`config.mk`:
```
export PLATFORM = sky130hd
export DESIGN_NAME = ls_dma_engine
export DESIGN_NICKNAME = d
export VERILOG_FILES = /design/src/rtl/spu_dma_pkg.sv /design/src/rtl/dma_addr_gen.sv /design/src/rtl/ls_dma_engine.sv
export SDC_FILE = /design/constraint.sdc
export NUM_CORES = 1
export LEC_CHECK = 0
export CAP_MARGIN = 10
export CORE_AREA = 2 2 246 248
export DETAILED_ROUTE_END_ITERATION = 10
export DIE_AREA = 0 0 248 250
export PLACE_DENSITY = 0.48
export SYNTH_ARGS = -nofsm -noshare
export SYNTH_HDL_FRONTEND = slang
export SYNTH_SLANG_ARGS = --single-unit
```
`constraint.sdc`:
```
create_clock -name clk -period 4.3 [get_ports clk]
set_clock_uncertainty 0.15 [all_clocks]
set_input_delay 1.29 -clock clk [delete_from_list [all_inputs] [get_ports clk]]
set_output_delay 1.29 -clock clk [all_outputs]
set_load 0.005 [all_outputs]
```
`src/rtl/spu_dma_pkg.sv`:
```
// Shared types and constants for the local-store DMA engine.
package spu_dma_pkg;

    localparam int   QW_BYTES = 16;
    localparam logic DIR_GET  = 1'b0;
    localparam logic DIR_PUT  = 1'b1;

    typedef enum logic [2:0] {
        IDLE,
        GET_REQ,
        GET_WAIT,
        GET_WR,
        PUT_RD,
        PUT_CAP,
        PUT_SEND,
        DONE
    } dma_state_t;

endpackage

```
`src/rtl/dma_addr_gen.sv`:
```
// Local-store / external address and quadword count registers.
module dma_addr_gen
    import spu_dma_pkg::*;
#(
    parameter int LS_AW = 11,
    parameter int EA_W  = 32
) (
    input  logic             clk,
    input  logic             reset,
    input  logic             load,
    input  logic             advance,
    input  logic [LS_AW-1:0] load_lsa,
    input  logic [EA_W-1:0]  load_ea,
    input  logic [7:0]       load_count,
    output logic [LS_AW-1:0] lsa,
    output logic [EA_W-1:0]  ea,
    output logic             last
);

    logic [7:0] count;

    always_ff @(posedge clk) begin
        if (reset) begin
            lsa   <= '0;
            ea    <= '0;
            count <= '0;
        end else if (load) begin
            lsa   <= load_lsa;
            ea    <= load_ea;
            count <= load_count;
        end else if (advance) begin
            // both address spaces wrap naturally at their widths
            lsa   <= lsa + 1'b1;
            ea    <= ea + EA_W'(QW_BYTES);
            count <= count - 8'd1;
        end
    end

    assign last = (count == 8'd1);

endmodule

```
`src/rtl/ls_dma_engine.sv`:
```
// Quadword DMA between the local store and an external request port.
module ls_dma_engine
    import spu_dma_pkg::*;
#(
    parameter int LS_AW = 11,
    parameter int EA_W  = 32
) (
    input  logic             clk,
    input  logic             reset,
    input  logic             cmd_valid,
    output logic             cmd_ready,
    input  logic             cmd_dir,
    input  logic [LS_AW-1:0] cmd_lsa,
    input  logic [EA_W-1:0]  cmd_ea,
    input  logic [7:0]       cmd_size,
    input  logic [4:0]       cmd_tag,
    output logic             ls_req,
    output logic             ls_we,
    output logic [LS_AW-1:0] ls_addr,
    output logic [127:0]     ls_wdata,
    input  logic [127:0]     ls_rdata,
    output logic             ext_req_valid,
    output logic             ext_req_we,
    output logic [EA_W-1:0]  ext_addr,
    output logic [127:0]     ext_wdata,
    input  logic             ext_req_ready,
    input  logic             ext_rsp_valid,
    input  logic [127:0]     ext_rsp_data,
    output logic             busy,
    output logic             done,
    output logic [4:0]       done_tag
);

    dma_state_t       state;
    dma_state_t       state_nxt;
    logic [127:0]     data_q;
    logic [4:0]       tag_q;
    logic             dir_q;
    logic             load;
    logic             advance;
    logic [LS_AW-1:0] lsa;
    logic [EA_W-1:0]  ea;
    logic             last;
    dma_state_t       repeat_st;

    dma_addr_gen #(
        .LS_AW (LS_AW),
        .EA_W  (EA_W)
    ) u_addr_gen (
        .clk        (clk),
        .reset      (reset),
        .load       (load),
        .advance    (advance),
        .load_lsa   (cmd_lsa),
        .load_ea    (cmd_ea),
        .load_count (cmd_size),
        .lsa        (lsa),
        .ea         (ea),
        .last       (last)
    );

    always_ff @(posedge clk) begin
        if (reset) begin
            state <= IDLE;
        end else begin
            state <= state_nxt;
        end
    end

    always_ff @(posedge clk) begin
        if (reset) begin
            data_q <= '0;
            tag_q  <= '0;
            dir_q  <= DIR_GET;
        end else begin
            if (load) begin
                tag_q <= cmd_tag;
                dir_q <= cmd_dir;
            end
            if (state == GET_WAIT && ext_rsp_valid) begin
                data_q <= ext_rsp_data;
            end
            if (state == PUT_CAP) begin
                data_q <= ls_rdata;
            end
        end
    end

    assign repeat_st = (dir_q == DIR_PUT) ? PUT_RD : GET_REQ;

    always_comb begin
        state_nxt     = state;
        cmd_ready     = 1'b0;
        load          = 1'b0;
        advance       = 1'b0;
        ls_req        = 1'b0;
        ls_we         = 1'b0;
        ls_addr       = '0;
        ls_wdata      = '0;
        ext_req_valid = 1'b0;
        ext_req_we    = 1'b0;
        ext_addr      = '0;
        ext_wdata     = '0;
        done          = 1'b0;
        done_tag      = '0;
        unique case (state)
            IDLE: begin
                cmd_ready = 1'b1;
                if (cmd_valid) begin
                    load = 1'b1;
                    if (cmd_size == 8'd0) begin
                        state_nxt = DONE;
                    end else if (cmd_dir == DIR_PUT) begin
                        state_nxt = PUT_RD;
                    end else begin
                        state_nxt = GET_REQ;
                    end
                end
            end
            GET_REQ: begin
                ext_req_valid = 1'b1;
                ext_addr      = ea;
                if (ext_req_ready) begin
                    state_nxt = GET_WAIT;
                end
            end
            GET_WAIT: begin
                if (ext_rsp_valid) begin
                    state_nxt = GET_WR;
                end
            end
            GET_WR: begin
                ls_req    = 1'b1;
                ls_we     = 1'b1;
                ls_addr   = lsa;
                ls_wdata  = data_q;
                advance   = 1'b1;
                state_nxt = last ? DONE : repeat_st;
            end
            PUT_RD: begin
                ls_req    = 1'b1;
                ls_addr   = lsa;
                state_nxt = PUT_CAP;
            end
            PUT_CAP: begin
                state_nxt = PUT_SEND;
            end
            PUT_SEND: begin
                ext_req_valid = 1'b1;
                ext_req_we    = 1'b1;
                ext_addr      = ea;
                ext_wdata     = data_q;
                if (ext_req_ready) begin
                    advance   = 1'b1;
                    state_nxt = last ? DONE : repeat_st;
                end
            end
            DONE: begin
                done      = 1'b1;
                done_tag  = tag_q;
                state_nxt = IDLE;
            end
            default: state_nxt = IDLE;
        endcase
    end

    assign busy = (state != IDLE);

endmodule
```
==> results.ini, run 1 <==
[worst_setup_path]
start_kind=flop
crit_buf_inv=2
r2r_cells=5
worstPathRequired_ns=2.86
crit_chain=and3b_4, buf_12, and2_1, clkdlybuf4s50_1
worst-setup-path-type=reg2out
critPathCaptureType=primary output
path_depth=4
cp.arrival_ns=2.74
path_max_fanout=66
crit_path_top_delay_cell=clkdlybuf4s50_1
max_stage_delay_ns=0.56
cp_top_family=buffers and inverters

[route]
drt-vias-per-instance=4.349
ant_nets=0
dr.pass1.iters=6
drc=0
wire_per_inst_um=20.01
wl_um=53750
drt_iter0_drc=646
vias=11682

[yosys]
synth.distinct_cells=61
synth_fp_nets=1648
ys_ff_latch=188
synth_ff_type=dfxtp_1
synthDominantCellAreaShare=0.3475
avgSynthCellArea_um2=8.168
synthTopCellsByArea=dfxtp_1, and2_1, mux2i_1, a211oi_1, nor2_1
yosysTopAreaCell=dfxtp_1
syn_inst=1326
yosys_warnings=0
synth-async-reset-ratio=0
netlist_area_um2=10830
synth_edf_count=0
ys_seq_area_frac=0.3475

[placed_design]
post-dp-hpwl_um=41110
dp.cells=2649
routabilityCongestion=0.8382
portBuffers=628

[sta]
final.setup.tns_ns=0
rsz0062_at_grt=no
fin_crit_sh=0.9710
final-setup-viol-count=0
worstMarginPinSlew_ns=1.028
fin_crit_ns=4.175
clock.fmax_mhz=239.5
slew_violations=0
slew_headroom=0.3146
hold_viol=0

[cells_and_area]
multiInputGateArea_um2=6605
regArea_um2=3766
area_growth_pct=72.24
nFillCells=6329
drive_gt1_frac=0.04419
fin_nets=2210
stdcell_count=2686

[floorplanning]
fp.dieH_um=250
dieArea_um2=62000
ios=629
rows=90
dieWidth_um=248
core_um2=59570
start_util=0.1818

[global_route]
overflow=0
grt_max_degree=110
grt_use_total=0.1678
grt_pass1_vias=11367
antenna_found_initial=2
grt_pass1_wl_um=77090

[clock_network]
clk_latency_ns=0.49
numCtsBuffers=17
hold_buffers=0
cts_max_level=4
clk_pin_slew_ns=0.08
cts_tree=yes
cts-root-buf=clkbuf_16
clockBufferDepth=2
clock_sinks=188

[worst_hold_path]
hold_path_class=reg2reg
min_path_cells=2

[power_and_ir_drop]
p_leak_uw=0.007197
power_density_nw_per_um2=410.5
max-vdd-ir-drop_mv=0.3077

[run]
cap_viol_max_count=0

[status]
status=completed

power breakdown:
| group | switching [uW] | internal [uW] | total, uW |
|---|---|---|---|
| registers | 608 | 2320 | 2930 |
| clock network | 829 | 962 | 1790 |
| logic | 1570 | 1360 | 2940 |
cells in the mapped netlist, drive strengths merged (5+ instances only):
master,instances
a211oi,149
a21oi,32
a31oi,7
and2,262
and3,7
buf,15
clkbuf,102
dfxtp,188
inv,12
mux2i,135
nand2,49
nand3,21
nand4,14
nor2,177
nor2b,41
nor3,12
nor4,12
o21ai,10
o22ai,5
or3,5
xnor2,8
xor2,12
logic make-up (layout without fill, tap and decap cells):
group,count (synthesis),in the layout,share of synthesized area
buffers and inverters,129,703,0.04586
AOI/OAI and AO/OA,230,230,0.1518
DFF,188,188,0.3475
adders and majority gates,4,4,0.004621
other,0,3,0
xor gates and xnor gates,20,20,0.01617
muxes,135,135,0.1248
and+or+nand+nor,620,621,0.3093
cell type report:
cell class | count | share of cell area
antenna | 3 | 0.0004024
clock buffer | 19 | 0.02428
clock inverter | 13 | 0.009323
inverter | 12 | 0.002549
multi-input combinational | 1010 | 0.3541
sequential | 188 | 0.2019
tap | 782 | 0.05245
timing repair buffer | 659 | 0.3550
registers in the layout, indices dropped and copies added, names as in the netlist:
| signal | cells |
|---|---|
| state | 3 |
| dir_q | 1 |
| u_addr_gen.count | 8 |
| u_addr_gen.lsa | 11 |
| tag_q | 5 |
| u_addr_gen.ea | 32 |
| data_q | 128 |
routing by layer:
metal | global-route usage | part of all wire
met3 | 0.04388 | 0.070
met1 | 0.2019 | 0.42
met2 | 0.2906 | 0.49
met5 | 0 | 0
met4 | 0.04859 | 0.018
final timing paths:
kind	start	end	slack, ns
setup / recovery	state[2]$_SDFFE_PP0P_	ext_wdata[106]	0.12
hold / removal	u_addr_gen.ea[3]$_SDFFE_PP0P_	u_addr_gen.ea[3]$_SDFFE_PP0P_	0.31
setup reg to reg	state[0]$_SDFFE_PP0P_	data_q[42]$_SDFFE_PP0P_	1.55
hold reg to reg	u_addr_gen.ea[3]$_SDFFE_PP0P_	u_addr_gen.ea[3]$_SDFFE_PP0P_	0.31
repair_timing:
action                     4_1_cts  5_1_grt
gates resized for setup          3        0
gates cloned                     1        0
setup endpoints to repair       50       21
pin swaps                        1        2
setup buffers                    0        1
worst min-delay path, delay by kind of cell (launching register included):
kind	cells	cell delay (ns)
AO/OA/AOI/OAI	1	0.05
flip-flops	1	0.31
AND/OR/NAND/NOR	1	0.05
through the flow:
stage          hold WS (ns)  instance area [um^2]  setup slack (ns)    util  total power (uW)
6_report             0.3057                 18650            0.1247  0.3131              7658
5_1_grt              0.3251                 18650          0.009857  0.3131              8232
4_1_cts              0.3065                 18640          0.006376  0.3129              7794
3_5_place_dp         0.2943                 17990            0.4165  0.3021              5918
3_3_place_gp         0.2896                 17990            0.4666  0.3021              5868
2_1_floorplan        0.2817                 10830             1.460       -              4539
placed cells by master, fill, tap and decap left out, drive strengths merged, types with 3 or more instances in the layout:
cell type	synthesis	final
a2111oi	4	4
a211oi	149	149
a21oi	32	32
a221oi	3	3
a2bb2oi	4	4
a31oi	7	7
and2	262	262
and3	7	7
and4	3	3
buf	15	34
bufinv	0	3
clkbuf	102	19
clkdlybuf4s50	0	625
dfxtp	188	188
diode	0	3
ha	4	4
inv	12	19
mux2i	135	135
nand2	49	49
nand2b	4	4
nand3	21	21
nand4	14	14
nor2	177	177
nor2b	41	41
nor3	12	12
nor4	12	12
o21ai	10	10
o22ai	5	5
o311ai	3	3
or3	5	5
xnor2	8	8
xor2	12	12
Note: power is estimated with default switching activity, not from simulation.
==> run 2: changes to the inputs <==
--- a/config.mk
+++ b/config.mk
@@ -5,11 +5,12 @@
 export SDC_FILE = /design/constraint.sdc
 export NUM_CORES = 1
 export LEC_CHECK = 0
+export ABC_AREA = 1
 export CAP_MARGIN = 10
-export CORE_AREA = 2 2 246 248
+export CORE_AREA = 2 2 242 244
 export DETAILED_ROUTE_END_ITERATION = 10
-export DIE_AREA = 0 0 248 250
-export PLACE_DENSITY = 0.48
+export DIE_AREA = 0 0 244 246
+export PLACE_DENSITY = 0.49
 export SYNTH_ARGS = -nofsm -noshare
 export SYNTH_HDL_FRONTEND = slang
 export SYNTH_SLANG_ARGS = --single-unit
==> results.ini, run 2 <==
[route]
wl_um=56980
vias=13989
drt-vias-per-instance=4.497
drt_iter0_drc=807
drc=0
wire_per_inst_um=18.32
dr.pass1.iters=8
ant_nets=0

[cells_and_area]
top_regs=data_q: 128 flops, u_addr_gen.ea: 32 flops, u_addr_gen.lsa: 11 flops
regArea_um2=3767
nFillCells=6243
fin_nets=2645
stdcell_area_um2=18700
final_common_cell=clkdlybuf4s50_1
area_growth_pct=68.33
regMostFlops=data_q
largest_register_ffs=128
final_cell_mix=clkdlybuf4s50_1, nor2_1, nand2_1
drive_gt1_frac=0.03510
multiInputGateArea_um2=5801
stdcell_count=3111

[floorplanning]
core_um2=57370
ios=629
dieWidth_um=244
start_util=0.1936
dieArea_um2=60020
fp.dieH_um=246
rows=88

[global_route]
grt_pass1_wl_um=84170
met2_usage=0.3124
gr-usage-met1=0.2167
grt_max_degree=131
grt_use_total=0.1837
grtUsageMet3=0.05577
grt_pass1_vias=13518
antenna_found_initial=14
busiest_layer=met2
overflow=0

[clock_network]
clk_latency_ns=0.49
hold_buffers=0
clockBufferDepth=2
cts_tree=yes
clk_pin_slew_ns=0.07
clock_sinks=188
cts-root-buf=clkbuf_16
numCtsBuffers=17
cts_max_level=4
cts_resized=0
cts_setup_buffers=0

[worst_setup_path]
crit_chain=nor2_2, a21oi_1, nor2_1, clkdlybuf4s50_1
regToRegSetupSlack_ns=1.39
crit_path_top_delay_cell=a21oi_1
max_stage_delay_ns=0.78
critPathCaptureType=primary output
start_kind=flop
cp.arrival_ns=2.61
path_max_fanout=12
cp_top_family=compound AO/OA/AOI/OAI gates
crit_buf_inv=1
worst-setup-path-type=reg2out
worstPathRequired_ns=2.86

[sta]
hold_viol=0
worstMarginPinSlew_ns=0.9570
fin_ws_ns=0.2454
slew_headroom=0.3620
rsz0062_at_grt=no
final-setup-viol-count=0
final.setup.tns_ns=0
clock.fmax_mhz=246.6
hold_ws_ns=0.3042
slew_violations=0
fin_crit_ns=4.055
fin_crit_sh=0.9429

[placed_design]
portBuffers=628
post-dp-hpwl_um=42830
routabilityCongestion=0.8844
place_area_um2=18000
dp.cells=3069
dp_slack_ns=0.7565

[yosys]
synth-async-reset-ratio=0
netlist_area_um2=11110
synth.most_common_cell=nor2_1
synth_commonest_cells=nor2_1, nand2_1, inv_1
synth_fp_nets=2113
synthTopCellsByArea=dfxtp_1, nor2_1, nand2_1, nand3_1, inv_1
synth.distinct_cells=35
yosysTopAreaCell=dfxtp_1
synth_edf_count=0
synth_ff_type=dfxtp_1
yosys_warnings=0
ys_seq_area_frac=0.3389
avgSynthCellArea_um2=6.202
synthDominantCellAreaShare=0.3389
ys_ff_latch=188
syn_inst=1791

[run]
cap_viol_max_count=0

[power_and_ir_drop]
max-vdd-ir-drop_mv=0.3572
power_density_nw_per_um2=421.2
p_leak_uw=0.006650

[status]
status=completed

[worst_hold_path]
hold_path_class=reg2reg

[run 2: changes by cell type in the layout (fill, tap and decap cells not counted), sizes merged, moves of 9 or more]
| cell | previous run | this run |
|---|---|---|
| a21oi | 32 | 42 |
| nand3 | 21 | 183 |
| inv | 19 | 236 |
| nand2 | 49 | 279 |
| and2 | 262 | 0 |
| o21ai | 10 | 172 |
| mux2i | 135 | 0 |
| nor2b | 41 | 0 |
| nor2 | 177 | 362 |
| a22oi | 1 | 10 |
| a211oi | 149 | 0 |
| a31oi | 7 | 134 |
| buf | 34 | 24 |
| nor4 | 12 | 0 |
[run 2: cell type report]
class                      instances  area share
timing repair buffer             652      0.3519
multi-input combinational       1227      0.3102
sequential                       188      0.2015
tap                              765     0.05119
inverter                         237     0.04778
clock buffer                      24     0.02797
clock inverter                     8    0.008097
antenna                           10    0.001338
[run 2: routing by layer]
layer  routed length [um]  up-vias
met5                   79        -
met4                 1549       12
met3                 4209       86
met2                27970      538
met1                23180     6490
li1                     -     6863
[run 2: cells by family after synthesis]
logic type	synth area share
AND/OR/NAND/NOR	0.3153
buffers and inverters	0.1426
AO/OA/AOI/OAI	0.1853
flip-flops	0.3389
XOR/XNOR	0.01341
adder cells (fa/ha/maj)	0.004506
[run 2: final timing paths]
kind | from | end | cells past startpoint
worst max register to register | state[2]$_SDFFE_PP0P_ | data_q[0]$_SDFFE_PP0P_ | 6
worst min-delay path | u_addr_gen.ea[3]$_SDFFE_PP0P_ | u_addr_gen.ea[3]$_SDFFE_PP0P_ | 2
worst min register to register | u_addr_gen.ea[3]$_SDFFE_PP0P_ | u_addr_gen.ea[3]$_SDFFE_PP0P_ | 2
worst max-delay path | state[1]$_SDFFE_PP0P_ | ls_addr[6] | 4
[run 2: worst reg2reg max path, delay by kind of cell (launching register included)]
family / cells / cell delay [ns]
AO/OA/AOI/OAI: 1 / 0.21
buffers and inverters: 3 / 1.65
flip-flops: 1 / 0.37
AND/OR/NAND/NOR: 2 / 0.47
[run 2: metrics by stage]
step           total power [uW]  utilization
6_report                   7876       0.3259
3_3_place_gp               6019       0.3137
3_5_place_dp               6057       0.3137
5_1_grt                    8425       0.3258
4_1_cts                    7983       0.3255
2_1_floorplan              4676            -
[run 2: report_power, final]
part           switching (uW)  internal, uW
sequential                377          2270
clock                     785          1090
combinational            2130          1230
total                    3290          4590
